==> src/rtl/block_interleaver_pp.sv <==
// Ping-pong ROWS x COLS bit interleaver/deinterleaver: one bank fills while the other drains.
// Flush pads a partial block with PAD_BIT; drop_err latches input offered while not ready.
// state  | meaning
// S_IDLE | accepting input bits
// S_PAD  | writing PAD_BIT until the current block wraps
module block_interleaver_pp #(
  parameter int ROWS    = 4,
  parameter int COLS    = 8,
  parameter int MODE    = 0,
  parameter bit PAD_BIT = 1'b0
) (
  input  logic clk,
  input  logic reset,
  input  logic bit_in,
  input  logic valid_in,
  input  logic flush,
  output logic in_ready,
  output logic bit_out,
  output logic valid_out,
  output logic frame_start,
  output logic drop_err
);
  localparam int N      = ROWS * COLS;
  localparam int AW     = $clog2(N);
  // Interleave steps rows fastest; deinterleave steps columns fastest.
  localparam int INNER  = (MODE != 0) ? COLS : ROWS;
  localparam int OUTER  = (MODE != 0) ? ROWS : COLS;
  localparam int STRIDE = (MODE != 0) ? ROWS : COLS;
  localparam int IW     = $clog2(INNER);
  localparam int OW     = $clog2(OUTER);

  typedef enum logic {S_IDLE, S_PAD} pad_state_e;

  pad_state_e        state_q, state_d;
  logic [1:0][N-1:0] bank_q, bank_d;
  logic [AW-1:0]     wr_ptr_q, wr_ptr_d;
  logic              wr_bank_q, wr_bank_d;
  logic              in_ready_q, in_ready_d;
  logic              drop_err_q, drop_err_d;
  logic              rd_active_q, rd_active_d;
  logic              rd_bank_q, rd_bank_d;
  logic [IW-1:0]     inner_q, inner_d;
  logic [OW-1:0]     outer_q, outer_d;
  logic [AW-1:0]     rd_addr_q, rd_addr_d;
  logic              bit_out_q, bit_out_d;
  logic              valid_out_q, valid_out_d;
  logic              frame_start_q, frame_start_d;
  logic              wr_en, wr_bit, wr_last, blk_full, inner_last, rd_last;

  always_comb begin
    wr_en     = (state_q == S_PAD) || (valid_in && in_ready_q);
    wr_bit    = (state_q == S_PAD) ? PAD_BIT : bit_in;
    wr_last   = (wr_ptr_q == AW'(N - 1));
    blk_full  = wr_en && wr_last;
    bank_d    = bank_q;
    wr_ptr_d  = wr_ptr_q;
    wr_bank_d = wr_bank_q;
    if (wr_en) begin
      bank_d[wr_bank_q][wr_ptr_q] = wr_bit;
      wr_ptr_d = wr_last ? '0 : wr_ptr_q + 1'b1;
      if (wr_last) wr_bank_d = ~wr_bank_q;
    end

    state_d = state_q;
    case (state_q)
      S_IDLE:  if (flush && (wr_ptr_d != '0)) state_d = S_PAD;
      S_PAD:   if (blk_full) state_d = S_IDLE;
      default: state_d = S_IDLE;
    endcase
    in_ready_d = (state_d == S_IDLE);
    drop_err_d = drop_err_q | (valid_in & ~in_ready_q);

    // A newly filled bank takes over the read side even on the last read step.
    inner_last  = (inner_q == IW'(INNER - 1));
    rd_last     = inner_last && (outer_q == OW'(OUTER - 1));
    rd_active_d = rd_active_q;
    rd_bank_d   = rd_bank_q;
    inner_d     = inner_q;
    outer_d     = outer_q;
    rd_addr_d   = rd_addr_q;
    if (blk_full) begin
      rd_active_d = 1'b1;
      rd_bank_d   = wr_bank_q;
      inner_d     = '0;
      outer_d     = '0;
      rd_addr_d   = '0;
    end else if (rd_active_q) begin
      if (rd_last) begin
        rd_active_d = 1'b0;
      end else if (inner_last) begin
        inner_d   = '0;
        outer_d   = outer_q + 1'b1;
        rd_addr_d = AW'(outer_q) + 1'b1;
      end else begin
        inner_d   = inner_q + 1'b1;
        rd_addr_d = rd_addr_q + AW'(STRIDE);
      end
    end

    bit_out_d     = rd_active_q & bank_q[rd_bank_q][rd_addr_q];
    valid_out_d   = rd_active_q;
    frame_start_d = rd_active_q && (inner_q == '0) && (outer_q == '0);
  end

  always_ff @(posedge clk) begin
    bank_q <= bank_d;
  end

  always_ff @(posedge clk or negedge reset) begin
    if (!reset) begin
      state_q       <= S_IDLE;
      wr_ptr_q      <= '0;
      wr_bank_q     <= 1'b0;
      in_ready_q    <= 1'b1;
      drop_err_q    <= 1'b0;
      rd_active_q   <= 1'b0;
      rd_bank_q     <= 1'b0;
      inner_q       <= '0;
      outer_q       <= '0;
      rd_addr_q     <= '0;
      bit_out_q     <= 1'b0;
      valid_out_q   <= 1'b0;
      frame_start_q <= 1'b0;
    end else begin
      state_q       <= state_d;
      wr_ptr_q      <= wr_ptr_d;
      wr_bank_q     <= wr_bank_d;
      in_ready_q    <= in_ready_d;
      drop_err_q    <= drop_err_d;
      rd_active_q   <= rd_active_d;
      rd_bank_q     <= rd_bank_d;
      inner_q       <= inner_d;
      outer_q       <= outer_d;
      rd_addr_q     <= rd_addr_d;
      bit_out_q     <= bit_out_d;
      valid_out_q   <= valid_out_d;
      frame_start_q <= frame_start_d;
    end
  end

  assign in_ready    = in_ready_q;
  assign bit_out     = bit_out_q;
  assign valid_out   = valid_out_q;
  assign frame_start = frame_start_q;
  assign drop_err    = drop_err_q;

endmodule
==> config.mk <==
export PLATFORM = sky130hd
export DESIGN_NAME = block_interleaver_pp
export DESIGN_NICKNAME = d
export VERILOG_FILES = /design/src/rtl/block_interleaver_pp.sv
export SDC_FILE = /design/constraint.sdc
export NUM_CORES = 1
export LEC_CHECK = 0
export ABC_AREA = 0
export BUFFER_PORTS_ARGS = -buffer_cell sky130_fd_sc_hd__buf_2
export CORE_MARGIN = 2
export CORE_UTILIZATION = 40
export DETAILED_ROUTE_END_ITERATION = 16
export GPL_TIMING_DRIVEN = 0
export PLACE_DENSITY = 0.69
export SYNTH_ARGS = -nofsm -noshare
export SYNTH_HDL_FRONTEND = slang
export SYNTH_SLANG_ARGS = --single-unit
==> constraint.sdc <==
create_clock -name clk -period 2.35 [get_ports clk]
set_input_delay 0 -clock clk [delete_from_list [all_inputs] [get_ports clk]]
set_output_delay 0 -clock clk [all_outputs]
set_load 0.03 [all_outputs]
==> results of run 1 <==
timing repair:
| item | in CTS | in global routing |
|---|---|---|
| buffers inserted | 0 | 3 |
| pin swaps | 0 | 1 |
| setup endpoints to repair | 12 | 12 |
| hold endpoints to repair | 26 | 0 |
| resized for setup | 3 | 5 |
| hold buffers | 3 | 0 |
cells in the mapped netlist:
cell type / number / share of area, %
dfrtp_1: 23 / 14
mux4_2: 9 / 5.0
buf_2: 4 / 0.49
o21ai_0: 2 / 0.25
nand3b_1: 5 / 0.93
nand4_1: 2 / 0.31
o22ai_1: 1 / 0.15
or3b_2: 2 / 0.43
a21o_1: 3 / 0.56
clkbuf_1: 9 / 0.83
a21oi_2: 1 / 0.22
xor2_1: 1 / 0.22
nor2b_1: 4 / 0.62
o22a_1: 1 / 0.22
and3b_1: 1 / 0.22
nand2b_1: 4 / 0.62
a21oi_1: 9 / 1.1
ha_1: 11 / 3.4
nor2_1: 76 / 7.0
nand3_1: 5 / 0.62
nor3_1: 3 / 0.37
buf_6: 2 / 0.56
and4b_1: 2 / 0.49
or4b_1: 1 / 0.25
nor4_1: 1 / 0.15
mux2_2: 3 / 0.83
o311ai_2: 1 / 0.40
o21ai_1: 1 / 0.12
edfxtp_1: 64 / 47
or3_1: 2 / 0.31
inv_1: 11 / 1.0
nand2_1: 26 / 2.4
mux2i_1: 9 / 2.2
a31oi_1: 2 / 0.31
o211ai_1: 2 / 0.37
mux4_1: 7 / 4.5
a2111oi_0: 1 / 0.22
dfstp_2: 1 / 0.65
state kept, by name, indices dropped and copies added, names as in the netlist:
signal / flops
wr_ptr_q: 5
frame_start: 1
outer_q: 3
valid_out: 1
rd_bank_q: 1
drop_err: 1
state_q: 1
bit_out: 1
inner_q: 2
rd_addr_q: 5
rd_active_q: 1
in_ready: 1
bank_q: 64
wr_bank_q: 1
final cells by class:
class | instances | area [um2]
Timing Repair Buffer | 16 | 118
Sequential cell | 88 | 2530
Fill cell | 920 | 5270
Buffer | 14 | 73.8
Inverter | 11 | 41.3
Clock buffer | 14 | 173
Clock inverter | 2 | 13.8
Multi-Input combinational cell | 198 | 1440
Tap cell | 133 | 166
routing by layer:
metal  wire, um  track usage, %  up-vias
li1           -               -     1175
met1       3500            18.8     1246
met2       3960            26.0       29
met3        192            4.12        7
met4         63            3.24        0
met5          0               0        -
report_power, final:
part | leakage [nW] | switching (mW) | internal (mW)
Sequential | 0.864 | 0.192 | 1.98
Combinational | 0.701 | 1.22 | 0.832
Clock | 0.0967 | 0.510 | 0.473
Total | 1.66 | 1.92 | 3.28
path summary, 6_finish.rpt:
| path | slack [ps] | to |
|---|---|---|
| worst min-delay path | 60 | bank_q[63] |
| worst max-delay path | 160 | in_ready |
| max in group asynchronous | 1760 | wr_ptr_q[3] |
| worst max register to register | 160 | in_ready |
| worst min register to register | 390 | valid_out |
| min in group asynchronous | 180 | inner_q[1] |
worst max-delay path: cells and delay by family (launching register included):
kind                       cells  cell delay, ps
AOI/OAI and AO/OA              1             180
and+or+nand+nor                4             980
buffers and inverters          1              90
DFF                            1             430
adders and majority gates      2             440
cells by family (layout without fill, tap and decap cells):
| logic type | after synthesis | count (layout) | share of synthesized area (%) |
|---|---|---|---|
| buffers and inverters | 26 | 57 | 2.90 |
| adders and majority gates | 11 | 11 | 3.39 |
| AOI/OAI and AO/OA | 24 | 24 | 3.92 |
| xor gates and xnor gates | 1 | 1 | 0.216 |
| muxes | 28 | 28 | 12.6 |
| and+or+nand+nor | 134 | 134 | 14.7 |
| DFF | 88 | 88 | 62.2 |
==> flow_summary.json, run 1 <==
{
  "via_per_inst": 5.16,
  "min_path_cells": 2,
  "hold_violations": 0,
  "final_cell_mix": "nor2_1, edfxtp_1, nand2_1, dfrtp_1, buf_2",
  "dr.pass1.iters": 4,
  "crit_required_ps": 2630,
  "placement.io_buffers": 9,
  "critPathArrivalTime_ps": 2470,
  "total_power_mw": 5.20,
  "setup_tns_ps": 0,
  "clk_latency_ps": 350,
  "die-area_mm2": 0.0110,
  "wl_per_cell_um": 16.2,
  "gp_congestion": 0.784,
  "ctsLongestPathBuffers": 2,
  "grtUsageTotal_pct": 15.0,
  "placed_area_mm2": 0.00429,
  "max_slew_margin_pct": 61.9,
  "finClkSkew_ps": 7.81,
  "cts_buffers": 9,
  "cpPeakStageDelay_ps": 520,
  "cellPowerDensity_mw_per_mm2": 1140,
  "fin_ws_ps": 160,
  "rsz0062_at_grt": "false",
  "dp.cells": 455,
  "drt_iter0_drc": 165,
  "min_from": "bit_in",
  "clock_sinks": 88,
  "worst_pin_slew_ps": 572,
  "yosysSeqAreaShare_pct": 62.2,
  "rows": 36,
  "ioPinCount": 10,
  "place_hpwl_um": 4980,
  "crit_path_end_kind": "register",
  "num_antenna_cells": 0,
  "critical_path_class": "register to register",
  "grt_max_degree": 60,
  "cts_root_buf": "clkbuf_8",
  "antenna_found_initial": 0,
  "r2r-start": "wr_ptr_q[0]",
  "drv_cap": 0,
  "syn-cell-area_mm2": 0.00406,
  "vias": 2457,
  "htree_levels": 3,
  "post-route-drc-count": 0,
  "syn_avg_cell_area_um2": 13.0,
  "path_clk_slew_ps": 80,
  "synthCells": 312,
  "grt_pass1_vias": 2470,
  "finalNonFillerCells": 476,
  "synth_fp_nets": 328,
  "utilization_pct": 46.3,
  "synth.distinct_cells": 38,
  "grt-ovfl-total": 0,
  "cp-startpoint": "wr_ptr_q[0]",
  "hp-class": "input port to register",
  "ys_ff_latch": 88,
  "initial_core_util_pct": 41.3,
  "final.min_clock_period_ps": 2190,
  "finish.instance_area_mm2": 0.00455,
  "fin_nets": 354,
  "whs_ps": 62.3,
  "grt_pass1_wl_um": 12600,
  "drive_gt1_share_pct": 16.9,
  "syn_to_final_growth_pct": 12.1,
  "dp_slack_ps": -122,
  "p_leak_nw": 1.66,
  "wirelength_um": 7710,
  "drv_slew": 0,
  "mostFrequentLayoutCell": "nor2_1",
  "fin_crit_sh_pct": 93.2,
  "setup_violations": 0,
  "status": "finished, final reports clean",
  "peakVddDrop_uv": 609,
  "slowest_stage": "or4b_1",
  "crit_chain": "ha_2, nand3_1, inv_1, ha_1, or4b_1, nand2_1, and4b_1, o22a_1",
  "reg2reg_depth": 8,
  "start_kind": "register",
  "die_w_um": 105,
  "fmax_mhz": 457,
  "cts_tree": "built",
  "crit_fanout": 5,
  "yosysWarnings": 0,
  "ant_nets": 0,
  "die_y_um": 105,
  "core_mm2": 0.00982
}
Power figures use the tool's default switching activity.
==> run 2, diff against run 1 <==
CORE_ASPECT_RATIO = 1.2   (was not set)
==> run 2 against run 1 <==
Clock skew down 0.66 ps. Count of clock-buffer cells in the layout down 5. Wire length down 0.22%. Maximum frequency increased by 2.6%. Highest routed layer unchanged. Global-route usage grew 0.42 points. Combinational power about the same. Flip-flop and latch count unchanged. Critical path depth did not move. Final area rose by 3.6%. Clock power rose by 77%. Sequential share of layout area decreased by 1.9 points. Total power grew 14%. Critical path type unchanged.
==> flow_summary.json, run 2 (synthesis gave the netlist of run 1 again) <==
{
  "path_clk_slew_ps": 60,
  "num_antenna_cells": 0,
  "p_leak_nw": 1.74,
  "final.min_clock_period_ps": 2130,
  "drv_cap": 0,
  "drive_gt1_share_pct": 17.0,
  "dr.pass1.iters": 4,
  "final_cell_mix": "nor2_1, edfxtp_1, nand2_1, dfrtp_1, buf_2",
  "grt-ovfl-total": 0,
  "hp-class": "input port to register",
  "crit_path_end_kind": "register",
  "whs_ps": 153,
  "fin_crit_sh_pct": 90.8,
  "placement.io_buffers": 9,
  "syn_to_final_growth_pct": 16.1,
  "wirelength_um": 7700,
  "antenna_found_initial": 0,
  "grt_pass1_wl_um": 12400,
  "crit_required_ps": 2620,
  "setup_tns_ps": 0,
  "drv_slew": 0,
  "cts_tree": "built",
  "core_mm2": 0.00996,
  "top_regs": "bank_q (64), rd_addr_q (5), wr_ptr_q (5)",
  "dp_slack_ps": -34.6,
  "fin_nets": 352,
  "utilization_pct": 47.3,
  "n_fill_cell": 862,
  "cts_buffers": 9,
  "die_y_um": 114,
  "ant_nets": 0,
  "die_w_um": 95.9,
  "setup_violations": 0,
  "start_kind": "register",
  "grt_pass1_vias": 2525,
  "status": "finished, final reports clean",
  "clk_latency_ps": 340,
  "place_hpwl_um": 5070,
  "htree_levels": 3,
  "fin_ws_ps": 216,
  "post-route-drc-count": 0,
  "max_slew_margin_pct": 61.0,
  "ioPinCount": 10,
  "via_per_inst": 5.25,
  "rows": 40,
  "critPathArrivalTime_ps": 2400,
  "largest_reg_flops": 64,
  "ctsLongestPathBuffers": 2,
  "crit_fanout": 5,
  "hold_violations": 0,
  "die-area_mm2": 0.0110,
  "mostFrequentLayoutCell": "nor2_1",
  "cellPowerDensity_mw_per_mm2": 1260,
  "gp_congestion": 0.753,
  "initial_core_util_pct": 40.7,
  "vias": 2451,
  "regMostFlops": "bank_q",
  "worst_pin_slew_ps": 585,
  "clock_sinks": 88,
  "total_power_mw": 5.92,
  "finClkSkew_ps": 7.16,
  "drt_iter0_drc": 225,
  "wl_per_cell_um": 16.5,
  "rsz0062_at_grt": "false",
  "fmax_mhz": 469,
  "peakVddDrop_uv": 652,
  "critical_path_class": "register to register",
  "cts_root_buf": "clkbuf_16",
  "grtUsageTotal_pct": 15.4,
  "grt_max_degree": 41
}
## run 2: repair_timing
| action | in CTS | in global routing |
|---|---|---|
| pin swaps | 0 | 1 |
| resized for setup | 2 | 7 |
| hold endpoints to repair | 26 | 0 |
| hold buffers | 3 | 0 |
| setup endpoints to repair | 2 | 12 |
| buffers inserted | 0 | 1 |
## run 2: per-stage QoR
step / std cells / cell area [um2]
6_report: 467 / 4710
4_1_cts: 466 / 4690
5_1_grt: 467 / 4710
3_5_place_dp: 448 / 4290
2_1_floorplan: 312 / 4060
3_3_place_gp: 447 / 4260
## run 2: final timing paths
kind	slack, ps	from	endpoint	cells after the start
worst max-delay path	220	wr_ptr_q[0]	in_ready	8
worst min-delay path	150	bit_in	bank_q[41]	2
worst max register to register	220	wr_ptr_q[0]	in_ready	8
worst min register to register	380	rd_active_q	valid_out	0
max in group asynchronous	1730	reset	wr_ptr_q[0]	2
min in group asynchronous	200	reset	outer_q[0]	2
## run 2: worst max-delay path: stages, from the launching register on
cell,delay (ps)
dfrtp_2,430
ha_2,220
nand3_1,140
inv_2,70
ha_1,210
or4b_1,510
nand2_1,100
and4b_1,210
o22a_1,190
## run 2: routing by layer
| layer | part of all wire, % | GRT usage [%] | routed length [um] | up-vias |
|---|---|---|---|---|
| li1 | - | - | - | 1173 |
| met1 | 42 | 18.8 | 3220 | 1212 |
| met2 | 52 | 26.2 | 4000 | 48 |
| met3 | 3.4 | 2.96 | 265 | 18 |
| met4 | 2.6 | 7.14 | 201 | 0 |
| met5 | 0 | 0 | 0 | - |
## run 2: power breakdown
part	total [mW]	switching (mW)	internal (mW)	leakage, nW
logic	2.02	1.20	0.816	0.696
clock network	1.74	0.587	1.15	0.180
registers	2.17	0.188	1.98	0.865
## run 2: final cells by class
| cell class | count | area (um2) | share of cell area, % |
|---|---|---|---|
| plain buffers | 14 | 75.1 | 1.59 |
| clock buffers | 9 | 225 | 4.78 |
| clock inverters | 7 | 143 | 3.03 |
| inverters | 11 | 41.3 | 0.877 |
| multi-input cells | 198 | 1430 | 30.4 |
| flip-flops and latches | 88 | 2520 | 53.6 |
| well taps | 126 | 158 | 3.35 |
| repair buffers | 14 | 110 | 2.34 |
